--- config.mk ---
export PLATFORM = sky130hd
export DESIGN_NAME = sha256_round_engine
export DESIGN_NICKNAME = d
export VERILOG_FILES = /design/src/rtl/sha256_round_engine.sv
export SDC_FILE = /design/constraint.sdc
export NUM_CORES = 2
export LEC_CHECK = 0
export BUFFER_PORTS_ARGS = -buffer_cell sky130_fd_sc_hd__buf_2
export CORE_AREA = 2 2 373 375
export DETAILED_ROUTE_END_ITERATION = 16
export DIE_AREA = 0 0 375 377
export SLEW_MARGIN = 10
export SYNTH_ARGS = -nofsm -noshare
export SYNTH_HDL_FRONTEND = slang
export SYNTH_SLANG_ARGS = --single-unit
--- constraint.sdc ---
create_clock -name i_clk -period 66.2 [get_ports i_clk]
set_clock_uncertainty 0.2 [all_clocks]
set_input_delay 19.86 -clock i_clk [delete_from_list [all_inputs] [get_ports i_clk]]
set_output_delay 19.86 -clock i_clk [all_outputs]
set_load 0.01 [all_outputs]
--- src/rtl/sha256_round_engine.sv ---
// sha256_round_engine: sequential SHA-256 compression, one round per cycle.
// Accepts a 512-bit block, runs 64 rounds with K[t] read from an external
// coefficient table, then folds the working variables into H.
// Optional macro SHA256_CHAIN_EN: adds i_first and chains H across blocks.
module sha256_round_engine (
    input  logic         i_clk,
    input  logic         i_rst,
    input  logic         i_block_valid,
    output logic         o_block_ready,
    input  logic [511:0] i_block,
`ifdef SHA256_CHAIN_EN
    input  logic         i_first,
`endif
    output logic [6:0]   o_coef_num,
    input  logic [31:0]  i_coef_value,
    output logic         o_digest_valid,
    output logic [255:0] o_digest
);

    typedef enum logic [1:0] {S_IDLE, S_ROUND, S_FINAL} state_t;

    localparam logic [255:0] IV = {32'h6a09e667, 32'hbb67ae85, 32'h3c6ef372, 32'ha54ff53a,
                                   32'h510e527f, 32'h9b05688c, 32'h1f83d9ab, 32'h5be0cd19};

    state_t        state, state_nxt;
    logic [5:0]    t;
    logic [255:0]  h_state;
    logic          digest_valid;
    logic [31:0]   a, b, c, d, e, f, g, h;
    logic [31:0]   w [16];           // w[0] is W[t], w[15] is W[t+15]
    logic [31:0]   t1, t2, w_new;
    logic [255:0]  h_base;           // value the round result is added to
    logic [255:0]  h_init;           // value a..h start from on accept

    function automatic logic [31:0] rotr(input logic [31:0] x, input int n);
        return (x >> n) | (x << (32 - n));
    endfunction

    function automatic logic [31:0] big_sigma0(input logic [31:0] x);
        return rotr(x, 2) ^ rotr(x, 13) ^ rotr(x, 22);
    endfunction

    function automatic logic [31:0] big_sigma1(input logic [31:0] x);
        return rotr(x, 6) ^ rotr(x, 11) ^ rotr(x, 25);
    endfunction

    function automatic logic [31:0] small_sigma0(input logic [31:0] x);
        return rotr(x, 7) ^ rotr(x, 18) ^ (x >> 3);
    endfunction

    function automatic logic [31:0] small_sigma1(input logic [31:0] x);
        return rotr(x, 17) ^ rotr(x, 19) ^ (x >> 10);
    endfunction

`ifdef SHA256_CHAIN_EN
    assign h_base = h_state;
    assign h_init = i_first ? IV : h_state;
`else
    assign h_base = IV;
    assign h_init = IV;
`endif

    // Round arithmetic and message-schedule extension, all mod 2^32.
    assign t1    = h + big_sigma1(e) + ((e & f) ^ (~e & g)) + i_coef_value + w[0];
    assign t2    = big_sigma0(a) + ((a & b) ^ (a & c) ^ (b & c));
    assign w_new = small_sigma1(w[14]) + w[9] + small_sigma0(w[1]) + w[0];

    assign o_digest       = h_state;
    assign o_digest_valid = digest_valid;

    // State register with synchronous reset.
    // NOTE: sequential state uses non-blocking assignments so every register
    // samples pre-edge values regardless of statement order.
    always_ff @(posedge i_clk) begin
        if (i_rst) state <= S_IDLE;
        else       state <= state_nxt;
    end

    // Next-state decode and handshake/coefficient outputs.
    always_comb begin
        // NOTE: defaults first so no path leaves an output unassigned (no latch).
        state_nxt     = state;
        o_block_ready = 1'b0;
        o_coef_num    = 7'd0;
        case (state)
            S_IDLE: begin
                o_block_ready = 1'b1;
                if (i_block_valid) state_nxt = S_ROUND;
            end
            S_ROUND: begin
                o_coef_num = {1'b0, t};
                if (t == 6'd63) state_nxt = S_FINAL;
            end
            S_FINAL: state_nxt = S_IDLE;
            default: state_nxt = S_IDLE;
        endcase
    end

    // Round counter, hash state and digest pulse; all reset to the IV state.
    always_ff @(posedge i_clk) begin
        if (i_rst) begin
            t            <= 6'd0;
            h_state      <= IV;
            digest_valid <= 1'b0;
        end else begin
            digest_valid <= 1'b0;
            case (state)
                S_IDLE: begin
                    if (i_block_valid) begin
                        t <= 6'd0;
`ifdef SHA256_CHAIN_EN
                        if (i_first) h_state <= IV;
`endif
                    end
                end
                S_ROUND: t <= t + 6'd1;
                S_FINAL: begin
                    h_state <= {h_base[255:224] + a, h_base[223:192] + b,
                                h_base[191:160] + c, h_base[159:128] + d,
                                h_base[127:96]  + e, h_base[95:64]   + f,
                                h_base[63:32]   + g, h_base[31:0]    + h};
                    digest_valid <= 1'b1;
                end
                default: ;
            endcase
        end
    end

    // Working variables and message window: loaded on accept, shifted per round.
    // NOTE: this datapath has no reset; it is always reloaded on accept before use.
    always_ff @(posedge i_clk) begin
        if (state == S_IDLE && i_block_valid) begin
            {a, b, c, d, e, f, g, h} <= h_init;
            for (int i = 0; i < 16; i++) w[i] <= i_block[511 - 32*i -: 32];
        end else if (state == S_ROUND) begin
            h <= g;
            g <= f;
            f <= e;
            e <= d + t1;
            d <= c;
            c <= b;
            b <= a;
            a <= t1 + t2;
            for (int i = 0; i < 15; i++) w[i] <= w[i+1];
            w[15] <= w_new;
        end
    end

endmodule
==> flow_summary.ini <==
[worst_setup_path]
ff2ff_path_depth = 29
path_max_fanout = 5
cpPeakStageDelay_ns = 0.61
end_kind = flop
crit_arrival_ns = 27.15
critPathKind = input port to flop
slowest_stage = o311ai_0
cp_common_cell = fa_1
start_kind = input port
critical_path_required_ns = 66.60

[detailed_routing]
drt-total-wl_um = 214000
drtPass1Iterations = 6
drcViolationCount = 0
postRouteAntennaNets = 0
via_per_inst = 5.38
vias = 46500
drtIter0Drc = 4724
post_drt_wl_per_cell_um = 24.7

[status]
status = finished, final reports clean

[placement]
io_buffers = 810
dp_hpwl_um = 165000
globalplace.congestion = 0.946
dp_cells = 8417

[cts]
clock_tree.root_cell = clkbuf_16
numClockSinks = 1033
h-tree-depth = 3
hold_buffers = 0
clock_latency_ns = 0.76
post-cts-setup-buffers = 0
cts_made_buffers = 115
clockBufferDepth = 3
cts_tree = done
cts_resized = 0
clk_pin_slew_worst_paths_ns = 0.06

[timing]
hold_violations = 0
relSlewSlack_pct = 14.7
rsz0062_at_grt = no
timing.fmax_ghz = 0.0374
setup_tns_ns = 0
timing.final.crit_share_pct = 40.4
tightest_slew_ns = 1.27
drv_slew = 0
setup-violations-final = 0
layout_min_cycle_time_ns = 26.74

[die]
core_area_um2 = 137000
rows = 136
io_pins = 812
start_util_pct = 41.0
fp.dieW_um = 375
dieArea_um2 = 141000
die_y_um = 377

[synth]
yosysUniqueCellTypes = 96
syn_nets = 6987
ys_ff_latch = 1033
synth-edff-count = 512
ys_seq_area_share_pct = 46.0
syn_inst = 6120
syn_avg_cell_area_um2 = 9.17
yosysWarnings = 0
syn-cell-area_um2 = 56100
synthArstFlopShare_pct = 0
synthFlopType = dfxtp_1

[cells_and_area]
stdcell_count = 8651
nets = 7607
nFillCells = 13300
drive_above_1_share_pct = 16.4
areaGrowthSynthToFinish_pct = 16.7

[global_route]
overflow = 0
grt_antenna_before_repair = 42
grt_pass1_wl_um = 304000
grt_pass1_vias = 44500
grt_start_max_net_pins = 211
grt_use_total_pct = 29.4

[min_path]
hp-class = flop to flop
hold_depth = 2

[run]
drv_cap = 0
==> cell families (layout without fill, tap and decap cells) <==
| logic type | Yosys count | in the layout | synth area share [%] |
|---|---|---|---|
| other cells | 1 | 18 | 0.00668 |
| compound gates | 1079 | 1079 | 13.0 |
| fa+ha+maj | 323 | 323 | 9.69 |
| xor+xnor | 544 | 544 | 8.49 |
| mux | 33 | 33 | 0.635 |
| simple gates | 2437 | 2437 | 17.7 |
| buf+inv | 670 | 1390 | 4.51 |
| flops | 1033 | 1033 | 46.0 |
==> flip-flops by register name, indices dropped and copies added, names as in the netlist <==
name / cells
b: 32
e: 32
c: 32
g: 32
state: 2
a: 32
f: 32
o_digest: 256
t: 6
d: 32
h: 32
w: 512
o_digest_valid: 1
==> layout by cell type, fill, tap and decap left out, types with 28 or more instances in the layout <==
cell       netlist  final
a211oi_1        59     59
a21o_1          87     87
a21oi_1        254    254
a22o_1          61     61
and3_1          31     31
buf_2            6    809
buf_4            2     50
clkbuf_16        0    117
dfxtp_1        521    521
edfxtp_1       512    512
fa_1           187    187
ha_1           133    133
inv_1          309    307
nand2_1       1842   1841
nand2b_1        30     28
nand3_1         71     71
nor2_1         256    255
nor3_1          59     59
o211ai_1       107    107
o21ai_0        222    222
o22a_1          71     71
or3_1           33     33
xnor2_1        374    374
xor2_1         170    170
==> metal layers <==
metal	track usage (%)	part of all wire (%)	routed length, µm	vias to the layer above
met1	38.5	41	88300	22500
met2	49.4	48	103000	1881
li1	-	-	-	21800
met4	10.1	3.6	7730	36
met5	0	0.11	231	-
met3	4.57	6.7	14300	353
==> Yosys cell counts (all sizes together), types with 23 or more instances <==
master | number | area (µm²)
a21oi | 256 | 1300
nand3 | 72 | 365
nor3 | 59 | 295
o21a | 27 | 203
and3 | 31 | 194
nand2 | 1842 | 6910
or3 | 33 | 206
ha | 133 | 1660
o21ai | 249 | 1280
nor2b | 23 | 146
a211oi | 61 | 468
a22o | 61 | 534
o22a | 71 | 622
a21o | 87 | 653
xnor2 | 374 | 3280
xor2 | 170 | 1490
nand2b | 30 | 188
dfxtp | 521 | 10400
fa | 187 | 3740
o211ai | 108 | 816
edfxtp | 512 | 15400
nor2 | 256 | 961
clkbuf | 335 | 1260
inv | 309 | 1160
buf | 23 | 101
==> worst paths after layout <==
path	startpoint	end	slack (ns)
worst max-delay path	i_coef_value[1]	a[31]	39.46
worst min register to register	o_digest[183]	o_digest[183]	0.25
worst min-delay path	o_digest[183]	o_digest[183]	0.25
worst max register to register	e[12]	a[31]	57.69
==> per-stage QoR <==
step / area (µm²) / util (%) / setup slack [ns] / hold WS, ns
final: 65500 / 47.8 / 39.46 / 0.247
after global routing: 65500 / 47.8 / 39.07 / 0.260
after CTS: 65500 / 47.8 / 39.53 / 0.249
after detailed placement: 61500 / 44.9 / 38.74 / 0.240
after global placement: 61500 / 44.9 / 38.81 / 0.237
after floorplan: 56100 / - / 29.96 / 0.249
==> critical path, delay by kind of cell <==
kind / cells / cell delay, ns
AOI/OAI and AO/OA: 10 / 2.65
xor gates and xnor gates: 2 / 0.38
and+or+nand+nor: 5 / 0.88
adders and majority gates: 7 / 3.01
buffers and inverters: 5 / 0.38
==> area by class of cell <==
cell class	instances	area, µm²	area share [%]
multi-input combinational	4417	27800	42.5
clock inverter	70	778	1.19
inverter	312	1180	1.80
timing repair buffer	861	4460	6.82
clock buffer	147	3150	4.81
antenna	17	42.5	0.0650
sequential	1033	25800	39.4
tap	1794	2240	3.43
Power is left out: the tool's default activity adds up to more than one toggle a clock period on the data nets, which glitch-free logic cannot reach.
